File: config.mk
export PLATFORM = sky130hd
export DESIGN_NAME = risc_sequencer_flat
export DESIGN_NICKNAME = d
export VERILOG_FILES = /design/src/rtl/risc_sequencer_if.sv /design/src/rtl/risc_sequencer.sv /design/src/flat_wrapper.sv
export SDC_FILE = /design/constraint.sdc
export NUM_CORES = 1
export LEC_CHECK = 0
export CORE_AREA = 4 4 41 43
export CTS_BUF_LIST = sky130_fd_sc_hd__clkbuf_16
export DETAILED_ROUTE_END_ITERATION = 10
export DIE_AREA = 0 0 45 47
export SYNTH_ARGS = -nofsm -noshare
export SYNTH_HDL_FRONTEND = slang
export SYNTH_SLANG_ARGS = --single-unit
File: constraint.sdc
create_clock -name clk -period 1.2 [get_ports clk]
set_input_delay 0.24 -clock clk [delete_from_list [all_inputs] [get_ports clk]]
set_output_delay 0.24 -clock clk [all_outputs]
set_load 0.05 [all_outputs]
File: src/rtl/risc_sequencer_if.sv
// Control bundle between the VeriRISC sequencer and the datapath/memory it steers.
interface risc_sequencer_if;
    logic [2:0] opcode;
    logic       zero;
    logic       sel;
    logic       mem_rd;
    logic       mem_wr;
    logic       ld_ir;
    logic       ld_ac;
    logic       ld_pc;
    logic       inc_pc;
    logic       data_e;
    logic       halt;
    logic [2:0] phase;

    modport master (
        input  opcode, zero,
        output sel, mem_rd, mem_wr, ld_ir, ld_ac, ld_pc, inc_pc, data_e, halt, phase
    );

    modport slave (
        output opcode, zero,
        input  sel, mem_rd, mem_wr, ld_ir, ld_ac, ld_pc, inc_pc, data_e, halt, phase
    );
endinterface

File: src/rtl/risc_sequencer.sv
// Eight-phase fetch/execute sequencer: a phase counter plus halted flag,
// with control strobes decoded combinationally from phase, opcode and zero.
module risc_sequencer #(
    parameter bit HALT_STICKY = 1'b1
) (
    input  logic              clk,
    input  logic              rst_n,
    risc_sequencer_if.master  bus
);
    typedef enum logic [2:0] {
        INST_ADDR  = 3'd0,
        INST_FETCH = 3'd1,
        INST_LOAD  = 3'd2,
        IDLE       = 3'd3,
        OP_ADDR    = 3'd4,
        OP_FETCH   = 3'd5,
        ALU_OP     = 3'd6,
        STORE      = 3'd7
    } phase_e;

    localparam logic [2:0] OP_HLT = 3'd0;
    localparam logic [2:0] OP_SKZ = 3'd1;
    localparam logic [2:0] OP_ADD = 3'd2;
    localparam logic [2:0] OP_AND = 3'd3;
    localparam logic [2:0] OP_XOR = 3'd4;
    localparam logic [2:0] OP_LDA = 3'd5;
    localparam logic [2:0] OP_STO = 3'd6;
    localparam logic [2:0] OP_JMP = 3'd7;

    phase_e state, state_nxt;
    logic   halted, halted_nxt;
    logic   aluop;

    assign aluop = (bus.opcode == OP_ADD) || (bus.opcode == OP_AND) ||
                   (bus.opcode == OP_XOR) || (bus.opcode == OP_LDA);

    // Phase and halted registers, cleared asynchronously.
    always_ff @(posedge clk or negedge rst_n) begin
        if (!rst_n) begin
            state  <= INST_ADDR;
            halted <= 1'b0;
        end else begin
            state  <= state_nxt;
            halted <= halted_nxt;
        end
    end

    // Next phase: free-running wrap, except a sticky HLT parks the counter at OP_ADDR.
    always_comb begin
        state_nxt  = state;
        halted_nxt = halted;
        if (!halted) begin
            case (state)
                INST_ADDR:  state_nxt = INST_FETCH;
                INST_FETCH: state_nxt = INST_LOAD;
                INST_LOAD:  state_nxt = IDLE;
                IDLE:       state_nxt = OP_ADDR;
                OP_ADDR: begin
                    if (HALT_STICKY && bus.opcode == OP_HLT) begin
                        halted_nxt = 1'b1;
                        state_nxt  = OP_ADDR;
                    end else begin
                        state_nxt = OP_FETCH;
                    end
                end
                OP_FETCH:   state_nxt = ALU_OP;
                ALU_OP:     state_nxt = STORE;
                STORE:      state_nxt = INST_ADDR;
                default:    state_nxt = INST_ADDR;
            endcase
        end
    end

    // Per-phase strobe decode; once halted only halt stays high.
    always_comb begin
        bus.sel    = 1'b0;
        bus.mem_rd = 1'b0;
        bus.mem_wr = 1'b0;
        bus.ld_ir  = 1'b0;
        bus.ld_ac  = 1'b0;
        bus.ld_pc  = 1'b0;
        bus.inc_pc = 1'b0;
        bus.data_e = 1'b0;
        bus.halt   = 1'b0;
        if (halted) begin
            bus.halt = 1'b1;
        end else begin
            case (state)
                INST_ADDR: begin
                    bus.sel = 1'b1;
                end
                INST_FETCH: begin
                    bus.sel    = 1'b1;
                    bus.mem_rd = 1'b1;
                end
                INST_LOAD, IDLE: begin
                    bus.sel    = 1'b1;
                    bus.mem_rd = 1'b1;
                    bus.ld_ir  = 1'b1;
                end
                OP_ADDR: begin
                    bus.inc_pc = 1'b1;
                    bus.halt   = (bus.opcode == OP_HLT);
                end
                OP_FETCH: begin
                    bus.mem_rd = aluop;
                end
                ALU_OP: begin
                    bus.mem_rd = aluop;
                    bus.inc_pc = (bus.opcode == OP_SKZ) && bus.zero;
                    bus.ld_pc  = (bus.opcode == OP_JMP);
                    bus.data_e = (bus.opcode == OP_STO);
                end
                STORE: begin
                    bus.mem_rd = aluop;
                    bus.ld_ac  = aluop;
                    bus.inc_pc = (bus.opcode == OP_JMP);
                    bus.ld_pc  = (bus.opcode == OP_JMP);
                    bus.mem_wr = (bus.opcode == OP_STO);
                    bus.data_e = (bus.opcode == OP_STO);
                end
                default: ;
            endcase
        end
    end

    assign bus.phase = state;
endmodule

File: src/flat_wrapper.sv
// flat-port wrapper written by rule: the top's interface ports become plain ports
module risc_sequencer_flat 
#(
    parameter bit HALT_STICKY = 1'b1
)
  (clk, rst_n, bus_opcode, bus_zero, bus_sel, bus_mem_rd, bus_mem_wr, bus_ld_ir, bus_ld_ac, bus_ld_pc, bus_inc_pc, bus_data_e, bus_halt, bus_phase);
  risc_sequencer_if bus_i ();
  input  logic clk;
  input  logic rst_n;
  input wire logic [$bits(bus_i.opcode)-1:0] bus_opcode;
  input wire logic [$bits(bus_i.zero)-1:0] bus_zero;
  output wire logic [$bits(bus_i.sel)-1:0] bus_sel;
  output wire logic [$bits(bus_i.mem_rd)-1:0] bus_mem_rd;
  output wire logic [$bits(bus_i.mem_wr)-1:0] bus_mem_wr;
  output wire logic [$bits(bus_i.ld_ir)-1:0] bus_ld_ir;
  output wire logic [$bits(bus_i.ld_ac)-1:0] bus_ld_ac;
  output wire logic [$bits(bus_i.ld_pc)-1:0] bus_ld_pc;
  output wire logic [$bits(bus_i.inc_pc)-1:0] bus_inc_pc;
  output wire logic [$bits(bus_i.data_e)-1:0] bus_data_e;
  output wire logic [$bits(bus_i.halt)-1:0] bus_halt;
  output wire logic [$bits(bus_i.phase)-1:0] bus_phase;
  assign bus_i.opcode = bus_opcode;
  assign bus_i.zero = bus_zero;
  assign bus_sel = bus_i.sel;
  assign bus_mem_rd = bus_i.mem_rd;
  assign bus_mem_wr = bus_i.mem_wr;
  assign bus_ld_ir = bus_i.ld_ir;
  assign bus_ld_ac = bus_i.ld_ac;
  assign bus_ld_pc = bus_i.ld_pc;
  assign bus_inc_pc = bus_i.inc_pc;
  assign bus_data_e = bus_i.data_e;
  assign bus_halt = bus_i.halt;
  assign bus_phase = bus_i.phase;
  risc_sequencer #(.HALT_STICKY(HALT_STICKY)) u_core (.clk(clk), .rst_n(rst_n), .bus(bus_i));
endmodule
Word-level counts from Yosys, hierarchy flattened
Index checks and enable logic that the tools add are counted.
W data, S select, Z words.

storage, ports and cells
  register bits after elaboration = 4
  input bits = 6
  output and inout bits = 12
  word-level logic and storage cells = 50

operators by class
  eq/ne operators = 14
  mux-type cells = 23
  reduce and logical (&&, ||, !) cells = 11

operators with widths
  operator              count
  $eq A3 B3 Y1 const B  8
  $pmux W3 S8           1
  $mux W1               20
  $eq A3 B2 Y1 const B  4
  $eq A3 B1 Y1 const B  2
  $logic_not A3 Y1      2
  $reduce_or A3 Y1      2
  $reduce_or A2 Y1      2
  $reduce_or A4 Y1      1
  $logic_or A1 B1 Y1    3
  $pmux W1 S3           1
  $pmux W1 S2           1
  $logic_and A1 B1 Y1   1

Logic depth before layout (Yosys ltp)
Gate-level depths: netlist of the first run.

  depth in word-level cells = 6
  depth in mapped cells = 5

Worst setup path after synthesis of the first run
No wires, ideal clock.

  path type = flip-flop to output port
  start point = register u_core.state[1], in the netlist u_core.bus.phase[1]
  end point = output port bus_ld_pc
  arrival time = 2,267 ps
  data required time = 960 ps
  slack = -1,307 ps
  stages on the path, launching flop included = 4
  path buffers = 0
  path through = dfrtp_1 ha_1 nor2_1 nor3b_1

on the way
  longest elaborated chain between the ends = 4
  elaborated cells between the ends (all ways) = 5
  classes of those cells = eq/ne (2); mux (2); reduce/logical (1)

RTL lines
  item                          RTL line              source
  start: declaration            risc_sequencer.sv:30  phase_e state, state_nxt;
  start signal: assignment      risc_sequencer.sv:43  state <= state_nxt;
  $eq A3 B3 Y1                  risc_sequencer.sv:88  case (state)
  $reduce_or A2 Y1 (no line) *  n/a
  $mux W1 *                     n/a
  $mux W1 *                     risc_sequencer.sv:85  if (halted) begin
  end: declaration              flat_wrapper.sv:17    output wire logic [$bits(bus_i.ld_pc)-1:0] bus_ld_pc;

Mark *: on every way between the ends. The rest lies on a longest branch, timed or not.

Worst setup path after layout of the first run
  start point = register u_core.state[1], in the netlist u_core.bus.phase[1]
  end point = output port bus_sel

on the way
  longest elaborated chain between the ends = 4
  elaborated cells between the ends (all ways) = 7
  classes of those cells = eq/ne (3); mux (2); reduce/logical (2)

RTL lines
  item                                  RTL line              source
  $eq A3 B1 Y1 (tied with other cells)  risc_sequencer.sv:88
  $reduce_or A4 Y1 (no line) *          n/a
  $mux W1 *                             risc_sequencer.sv:88
  $mux W1 *                             risc_sequencer.sv:85
  end: declaration                      flat_wrapper.sv:12    output wire logic [$bits(bus_i.sel)-1:0] bus_sel;

Marked as above.

==> flow_metrics.py, run 1 <==
metrics = {
    "outcome": {
        "status": "finished with violations",
        "violations": "setup timing",
    },
    "final_layout": {
        "n_fill_cell": 41,
        "drive_gt1_frac": 0.8068,
        "area_delta_synth_final_pct": 218.9,
        "fin_area_um2": 1205,
        "diodes": 0,
        "nets": 100,
    },
    "sta": {
        "hold_slack_ns": 0.2221,
        "tightest_slew_ns": 0.3705,
        "hold_violations": 0,
        "setup_ws_ns": -0.5652,
        "fmax_mhz": 566.5,
        "maxSlewViolCount": 0,
        "relSlewSlack": 0.7521,
        "setup_violations": 15,
        "rsz0062_at_grt": "true",
        "post-route-min-period_ns": 1.765,
        "finalCritPeriodShare": 1.471,
        "skew_ns": 0.002645,
    },
    "synthesis": {
        "synth_nets": 52,
        "seq_area_frac_synth": 0.2649,
        "synth_edf_count": 0,
        "ys_seq_elements": 4,
        "synth_area_leaders": "dfrtp_1 (26%), ha_1 (17%), inv_1 (5.0%), o41ai_2 (4.3%), nor3_1 (4.0%)",
        "yosysWarnings": 0,
        "syn_inst": 41,
        "synthTopCellsByCount": "ha_1 (5), inv_1 (5), dfrtp_1 (4), nor2_1 (4), nor3_1 (3)",
        "yosys.cell_types.count": 24,
        "synthesis.area_um2": 377.9,
        "synthArstFlopShare": 1.000,
        "synth.avg_cell_area_um2": 9.216,
        "yosys.area.top_type": "dfrtp_1",
        "synth_top_area_frac": 0.2649,
        "synth_flop_cell": "dfrtp_1",
    },
    "grt": {
        "grt_pass1_wl_mm": 2.421,
        "grt_overflow": 0,
        "antenna_found_initial": 0,
        "grt_use_total": 0.1611,
        "grt_pass1_vias": 545,
        "grt_max_degree": 7,
    },
    "placement": {
        "placed_cell_area_um2": 925.9,
        "place_congestion": 0.6986,
        "portBuffers": 17,
        "place_hpwl_mm": 1.056,
    },
    "critical_path": {
        "cp_max_fo": 3,
        "max_stage_delay_ns": 0.44,
        "cp.required_ns": 0.96,
        "critPathKind": "reg2out",
        "cp_slowest_cell": "dfrtp_2",
        "arrival_ns": 1.53,
        "startpoint_type": "flip-flop",
        "path_cells": "inv_4 > ha_4 > buf_6 > nor2_2 > a211oi_4 > buf_12",
        "end_kind": "primary output",
    },
    "clock_tree": {
        "cts_sinks": 4,
        "cts-root-buf": "clkbuf_16",
        "clk_pin_slew_worst_paths_ns": 0.03,
        "htreeDepth": 1,
        "clock_path_buffers": 2,
        "cts_buffers": 3,
        "cts_tree": "built",
        "insertion_delay_ns": 0.22,
    },
    "min_path": {
        "min_path_type": "in2async",
    },
    "job": {
        "cap_violations": 0,
    },
    "drt": {
        "drt-pass1-iter-count": 3,
        "drc": 0,
        "viasPerCell": 5.029,
        "wire_per_inst_um": 17.85,
        "vias": 518,
        "first_iter_violations": 3,
        "ant_nets": 0,
        "wl_mm": 1.839,
    },
    "floorplanning": {
        "row_count": 13,
        "die_w_um": 45,
        "core_um2": 1301,
        "die_h_um": 47,
        "dieArea_um2": 2115,
        "io_pins": 18,
        "start_util": 0.2904,
    },
    "pwr": {
        "vdd_drop_max_mv": 0.9800,
        "leakage_nw": 0.5148,
        "powerDensity_nw_per_um2": 584.2,
    },
}
## logic make-up after synthesis
group / Yosys count / synth area share
adder cells (fa/ha/maj): 5 / 0.1656
multiplexers: 1 / 0.02980
flip-flops: 4 / 0.2649
XOR/XNOR: 1 / 0.02318
AO/OA/AOI/OAI: 8 / 0.1788
buffers and inverters: 6 / 0.06291
AND/OR/NAND/NOR: 16 / 0.2748
## stage by stage
step	cells	TNS [ns]	utilization	power (mW)	worst slack, ns
6_report	103	-5.418	0.9260	0.7040	-0.5652
3_5_place_dp	90	-4.973	0.7115	0.1823	-0.5621
2_1_floorplan	41	-5.941	-	0.1425	-0.7246
3_3_place_gp	90	-4.756	0.7115	0.1820	-0.5639
5_1_grt	103	-6.092	0.9260	0.7310	-0.6120
4_1_cts	99	-5.144	0.8798	0.7084	-0.5619
## cell usage in the layout (no fill, tap or decap), types with 3 or more instances in the layout
| cell type | count |
|---|---|
| buf_4 | 19 |
| buf_12 | 12 |
| buf_6 | 8 |
| ha_4 | 5 |
| inv_1 | 3 |
| clkbuf_16 | 3 |
| clkdlybuf4s50_1 | 3 |
## critical path, delay by kind of cell, from the launching register on
family | cells | cell delay [ns]
DFF | 1 | 0.44
buffers and inverters | 3 | 0.39
AOI/OAI and AO/OA | 1 | 0.26
adders and majority gates | 1 | 0.16
and+or+nand+nor | 1 | 0.06
## layout make-up
class / instances / area [µm²] / area share
flip-flops and latches: 4 / 106.4 / 0.08827
clock inverters: 1 / 3.754 / 0.003115
well taps: 15 / 18.77 / 0.01558
clock buffers: 3 / 75.07 / 0.06231
multi-input cells: 31 / 456.7 / 0.3790
repair buffers: 44 / 520.5 / 0.4320
inverters: 5 / 23.77 / 0.01973
## flip-flops by register name (all words and copies together) (netlist names)
name / flops
u_core.bus.phase: 3
u_core.halted: 1
## path summary, 6_finish.rpt
kind,startpoint,endpoint,slack [ns],cells past startpoint
max in group asynchronous,rst_n,u_core.bus.phase[2],0.79,1
setup reg to reg,u_core.bus.phase[1],u_core.bus.phase[0],-0.25,6
min in group clk,u_core.bus.phase[2],u_core.bus.phase[2],0.69,2
hold / removal,rst_n,u_core.bus.phase[0],0.22,1
hold reg to reg,u_core.bus.phase[2],u_core.bus.phase[2],0.69,2
setup / recovery,u_core.bus.phase[1],bus_sel,-0.57,6
## power breakdown
| part | switching [mW] | leakage [nW] | total, mW | internal, mW |
|---|---|---|---|---|
| combinational | 0.0259 | 0.431 | 0.0476 | 0.0217 |
| clock | 0.0908 | 0.0423 | 0.521 | 0.430 |
| sequential | 0 | 0.0415 | 0.136 | 0.136 |
| total | 0.117 | 0.515 | 0.704 | 0.587 |
## routing by layer
layer,track usage,vias to the layer above,share of wire
met4,0.08772,0,0.052
li1,-,242,-
met1,0.1751,244,0.36
met2,0.2994,22,0.54
met3,0.02299,10,0.049
met5,0,-,0
## what timing repair did
| item | 4_1_cts | 5_1_grt |
|---|---|---|
| endpoints found under the hold margin | 0 | 0 |
| endpoints found under the setup margin | 13 | 15 |
| gates resized for setup | 21 | 6 |
| hold buffers | 0 | 0 |
| buffers inserted | 7 | 4 |
| cloned | 0 | 0 |
| pin swaps | 6 | 5 |
(Power assumes the default switching activity.)
==> inputs of run 2 (changes only) <==
SKIP_LAST_GASP = 1   (was default)
SLEW_MARGIN = 20   (was default)
==> run 2 against run 1 <==
  * Worst setup slack hardly changed
  * Via count is 2.5% higher
  * Design area is 0.31% lower
  * Sequential cell count stayed put
  * Clock skew hardly changed
  * Die area stayed put
  * Wire length is 5.0% higher
  * Sequential power hardly changed
  * First-iteration DRC count is 67% lower
  * Critical endpoint unchanged
  * The flow still finishes with violations (setup timing)
  * Sequential share of layout area hardly changed
  * Total power is 1.1% higher
  * Non-clock buffer count stayed put
==> flow_metrics.py, run 2 (synthesis gave the netlist of run 1 again) <==
metrics = {
    "sta": {
        "fmax_mhz": 566.3,
        "rsz0062_at_grt": "true",
        "maxSlewViolCount": 0,
        "skew_ns": 0.002914,
        "relSlewSlack": 0.7631,
        "hold_violations": 0,
        "setup_violations": 15,
        "post-route-min-period_ns": 1.766,
        "finalCritPeriodShare": 1.471,
        "setup_ws_ns": -0.5657,
        "tightest_slew_ns": 0.3542,
    },
    "pwr": {
        "leakage_nw": 0.5141,
        "internal_power_mw": 0.5878,
        "power.clock.fraction": 0.742,
        "power.switching_mw": 0.1242,
        "power_frac_comb": 0.067,
        "vdd_drop_max_mv": 1.013,
        "powerDensity_nw_per_um2": 592.8,
        "p_sw_frac": 0.1744,
        "p_seq_frac": 0.191,
    },
    "floorplanning": {
        "start_util": 0.2904,
        "row_count": 13,
        "core_um2": 1301,
        "io_pins": 18,
        "dieArea_um2": 2115,
        "die_h_um": 47,
        "die_w_um": 45,
    },
    "final_layout": {
        "diodes": 0,
        "n_fill_cell": 44,
        "final_common_cell": "buf_4",
        "largest_reg_flops": 3,
        "nets": 100,
        "final_cell_mix": "buf_4 (20), buf_12 (12), buf_6 (7)",
        "drive_gt1_frac": 0.8068,
        "instances_no_fill": 103,
        "area_delta_synth_final_pct": 217.9,
    },
    "drt": {
        "drt-pass1-iter-count": 4,
        "drc": 0,
        "wl_mm": 1.931,
        "wire_per_inst_um": 18.75,
        "ant_nets": 0,
        "viasPerCell": 5.155,
        "first_iter_violations": 1,
        "vias": 531,
    },
    "clock_tree": {
        "cts-root-buf": "clkbuf_16",
        "cts_tree": "built",
        "insertion_delay_ns": 0.23,
        "htreeDepth": 1,
        "clock_path_buffers": 2,
        "clk_pin_slew_worst_paths_ns": 0.03,
        "cts_buffers": 3,
        "cts_sinks": 4,
    },
    "grt": {
        "antenna_found_initial": 0,
        "grt_max_degree": 7,
        "grt_pass1_wl_mm": 2.421,
        "grt_overflow": 0,
        "grt_use_total": 0.1611,
        "grt_pass1_vias": 545,
    },
    "outcome": {
        "status": "finished with violations",
        "violations": "setup timing",
    },
    "critical_path": {
        "arrival_ns": 1.53,
        "cp_max_fo": 3,
        "cp.required_ns": 0.96,
        "worst_path_dominant_cell_family": "flip-flops",
        "path_cells": "inv_4 > ha_4 > buf_6 > nor2_2 > a211oi_4 > buf_12",
        "cp_slowest_cell": "dfrtp_2",
        "startpoint_type": "flip-flop",
        "critPathKind": "reg2out",
        "crit_buf_inv": 3,
        "max_stage_delay_ns": 0.44,
        "end_kind": "primary output",
    },
    "placement": {
        "place_congestion": 0.6986,
        "pre_cts_ws_ns": -0.5621,
        "post-place-cells": 90,
        "portBuffers": 17,
        "place_hpwl_mm": 1.056,
    },
    "min_path": {
        "min_path_type": "in2async",
    },
    "job": {
        "cap_violations": 0,
    },
}
[run 2: cell counts in the layout (fill, tap and decap cells not counted)]
No cell type changed its count.
[run 2: final timing paths]
kind                       cells after the start                   to                start  slack, ns
max                                            6              bus_sel  u_core.bus.phase[0]      -0.57
min                                            1  u_core.bus.phase[0]                rst_n       0.21
max reg2reg                                    6  u_core.bus.phase[0]  u_core.bus.phase[0]      -0.24
min reg2reg                                    2  u_core.bus.phase[2]  u_core.bus.phase[2]       0.69
max in group asynchronous                      1  u_core.bus.phase[2]                rst_n       0.80
min in group clk                               2  u_core.bus.phase[2]  u_core.bus.phase[2]       0.69
[run 2: power groups by stage]
stage / logic (mW) / registers [mW] / clock network [mW]
global placement: 0.0446 / 0.137 / 0
global route: 0.0505 / 0.136 / 0.547
detailed placement: 0.0449 / 0.137 / 0
finish: 0.0476 / 0.136 / 0.529
floorplan: 0.00512 / 0.137 / 0
CTS: 0.0436 / 0.136 / 0.529
[run 2: per-layer routing]
metal | vias to the layer above | part of all wire | GRT usage
met5 | - | 0 | 0
met3 | 11 | 0.048 | 0.02299
met1 | 255 | 0.35 | 0.1751
met4 | 0 | 0.061 | 0.08772
li1 | 240 | - | -
met2 | 25 | 0.54 | 0.2994
[run 2: through the flow]
step | hold slack (ns) | utilization | instance area, µm² | TNS (ns) | total power [mW]
finish | 0.2135 | 0.9231 | 1201 | -5.364 | 0.7120
global route | 0.2196 | 0.9231 | 1201 | -5.962 | 0.7335
CTS | 0.2185 | 0.8798 | 1145 | -5.144 | 0.7084
detailed placement | 0.4521 | 0.7115 | 925.9 | -4.973 | 0.1823
global placement | 0.4490 | 0.7115 | 925.9 | -4.756 | 0.1820
floorplan | -0.05559 | - | 499.2 | -5.941 | 0.1425
[run 2: cell type report]
class                   instances  area [µm²]  area share
multi-input cells              31       456.7      0.3802
well taps                      15       18.77     0.01563
repair buffers                 44       516.7      0.4302
clock inverters                 1       3.754    0.003125
inverters                       5       23.77     0.01979
clock buffers                   3       75.07     0.06250
flip-flops and latches          4       106.4     0.08854
[run 2: repair_timing]
| item | 4_1_cts | 5_1_grt |
|---|---|---|
| gates resized for setup | 21 | 5 |
| pin swaps | 6 | 5 |
| hold buffers | 0 | 0 |
| endpoints found under the hold margin | 0 | 0 |
| setup buffers | 7 | 4 |
| setup endpoints to repair | 13 | 15 |
==> inputs of run 3 (changes only) <==
PLACE_DENSITY = 0.6   (was default)
TNS_END_PERCENT = 30   (was default)
==> run 3 against run 2 <==
  * The run still ends with setup timing left
  * Cell count shrank 11%
  * Core utilization shrank 11 points
  * Clock power is essentially flat
  * Worst setup slack gained 0.039 ns
  * Via count shrank 13%
  * Clock skew is essentially flat
  * Maximum frequency grew 2.3%
  * Critical endpoint is now bus_halt
  * Largest cell class is now multi-input combinational cells
==> flow_metrics.py, run 3 (synthesis gave the netlist of run 1 again) <==
metrics = {
    "outcome": {
        "status": "finished with violations",
        "violations": "setup timing",
    },
    "pwr": {
        "finalPower_mw": 0.7057,
        "internal_power_mw": 0.5875,
        "power.switching_mw": 0.1182,
        "leakage_nw": 0.4440,
        "power.clock.fraction": 0.747,
        "vdd_drop_max_mv": 0.9824,
        "p_sw_frac": 0.1675,
        "p_seq_frac": 0.192,
        "powerDensity_nw_per_um2": 670.6,
        "power_frac_comb": 0.061,
    },
    "min_path": {
        "min_path_type": "in2async",
    },
    "critical_path": {
        "startpoint_type": "flip-flop",
        "crit_buf_inv": 2,
        "end_kind": "primary output",
        "max_stage_delay_ns": 0.42,
        "cp_slowest_cell": "dfrtp_2",
        "regToRegSetupSlack_ns": -0.23,
        "critPathKind": "reg2out",
        "cp.required_ns": 0.96,
        "cp_max_fo": 3,
        "path_cells": "inv_4 > ha_4 > nand2_4 > o41ai_4 > buf_12",
        "worst_path_dominant_cell_family": "flip-flops",
        "arrival_ns": 1.49,
    },
    "drt": {
        "ant_nets": 0,
        "drt-pass1-iter-count": 2,
        "first_iter_violations": 1,
        "drc": 0,
        "wire_per_inst_um": 14.76,
        "viasPerCell": 5.000,
        "wl_mm": 1.358,
        "vias": 460,
    },
    "final_layout": {
        "largest_reg_flops": 3,
        "diodes": 0,
        "n_fill_cell": 90,
        "fin_area_um2": 1052,
        "final_cell_mix": "buf_4 (14), buf_12 (11), inv_1 (4), ha_4 (4)",
        "final_common_cell": "buf_4",
        "area_delta_synth_final_pct": 178.5,
        "drive_gt1_frac": 0.7273,
        "nets": 89,
    },
    "sta": {
        "hold_slack_ns": 0.2163,
        "relSlewSlack": 0.7354,
        "finalCritPeriodShare": 1.439,
        "hold_violations": 0,
        "maxSlewViolCount": 0,
        "setup_ws_ns": -0.5267,
        "tightest_slew_ns": 0.3956,
        "rsz0062_at_grt": "true",
        "skew_ns": 0.002414,
        "tns_ns": -4.798,
        "fmax_mhz": 579.1,
        "post-route-min-period_ns": 1.727,
        "setup_violations": 15,
    },
    "clock_tree": {
        "clk_pin_slew_worst_paths_ns": 0.03,
        "htreeDepth": 1,
        "cts-root-buf": "clkbuf_16",
        "cts_buffers": 3,
        "insertion_delay_ns": 0.23,
        "clock_path_buffers": 2,
        "cts_tree": "built",
        "cts_sinks": 4,
    },
    "grt": {
        "antenna_found_initial": 0,
        "grt_overflow": 0,
        "grt_max_degree": 8,
        "grt_use_total": 0.1622,
        "grt_pass1_vias": 520,
        "grt_pass1_wl_mm": 2.359,
    },
    "placement": {
        "place_hpwl_um": 944.5,
        "placed_cell_area_um2": 873.3,
        "place_congestion": 0.7240,
        "portBuffers": 17,
    },
    "floorplanning": {
        "core_um2": 1301,
        "dieArea_um2": 2115,
        "die_h_um": 47,
        "start_util": 0.2904,
        "row_count": 13,
        "io_pins": 18,
        "die_w_um": 45,
    },
    "job": {
        "cap_violations": 0,
    },
}
-- run 3: what timing repair did --
item,in CTS,in global routing
buffers inserted,4,0
cloned,0,0
hold buffers,0,0
endpoints found under the setup margin,12,15
resized for setup,17,1
pin swaps,5,2
-- run 3: metrics by stage --
| stage | cells | worst slack (ns) | utilization |
|---|---|---|---|
| after CTS | 92 | -0.5223 | 0.8058 |
| final | 92 | -0.5267 | 0.8087 |
| after global routing | 92 | -0.5869 | 0.8087 |
| after detailed placement | 85 | -0.5592 | 0.6712 |
| after global placement | 85 | -0.5380 | 0.6712 |
| after floorplan | 41 | -0.7302 | - |
-- run 3: area by class of cell --
| type | count | area, µm² | share of cell area |
|---|---|---|---|
| Clock inverter | 1 | 3.754 | 0.003567 |
| Inverter | 5 | 23.77 | 0.02259 |
| Sequential cell | 4 | 103.9 | 0.09869 |
| Tap cell | 15 | 18.77 | 0.01784 |
| Clock buffer | 3 | 75.07 | 0.07134 |
| Multi-Input combinational cell | 31 | 420.4 | 0.3995 |
| Timing Repair Buffer | 33 | 406.6 | 0.3864 |
-- run 3: worst paths after layout --
path / start / end / depth (start not counted)
worst max-delay path: u_core.bus.phase[0] / bus_halt / 5
worst max register to register: u_core.bus.phase[0] / u_core.bus.phase[0] / 5
max in group asynchronous: rst_n / u_core.bus.phase[2] / 1
min in group clk: bus_opcode[1] / u_core.halted / 3
worst min register to register: u_core.bus.phase[2] / u_core.halted / 2
worst min-delay path: rst_n / u_core.bus.phase[1] / 1
-- run 3: worst reg2reg max path: stages, from the launching register on --
cell and delay, ns:
dfrtp_2 0.42, inv_4 0.10, ha_4 0.16, nand2_4 0.06, o41ai_4 0.34, o221ai_1 0.20
-- run 3: per-layer routing --
layer	GRT usage	up-vias	share of wire
met3	0.01533	4	0.060
met2	0.2966	17	0.54
met5	0	-	0
met1	0.1736	220	0.37
li1	-	219	-
met4	0.1170	0	0.026
-- run 3: power by group through the flow --
stage / logic, mW / registers (mW) / clock network, mW
floorplan: 0.00498 / 0.137 / 0
global placement: 0.0428 / 0.137 / 0
detailed placement: 0.0435 / 0.137 / 0
CTS: 0.0422 / 0.136 / 0.537
global route: 0.0449 / 0.136 / 0.557
finish: 0.0429 / 0.136 / 0.527
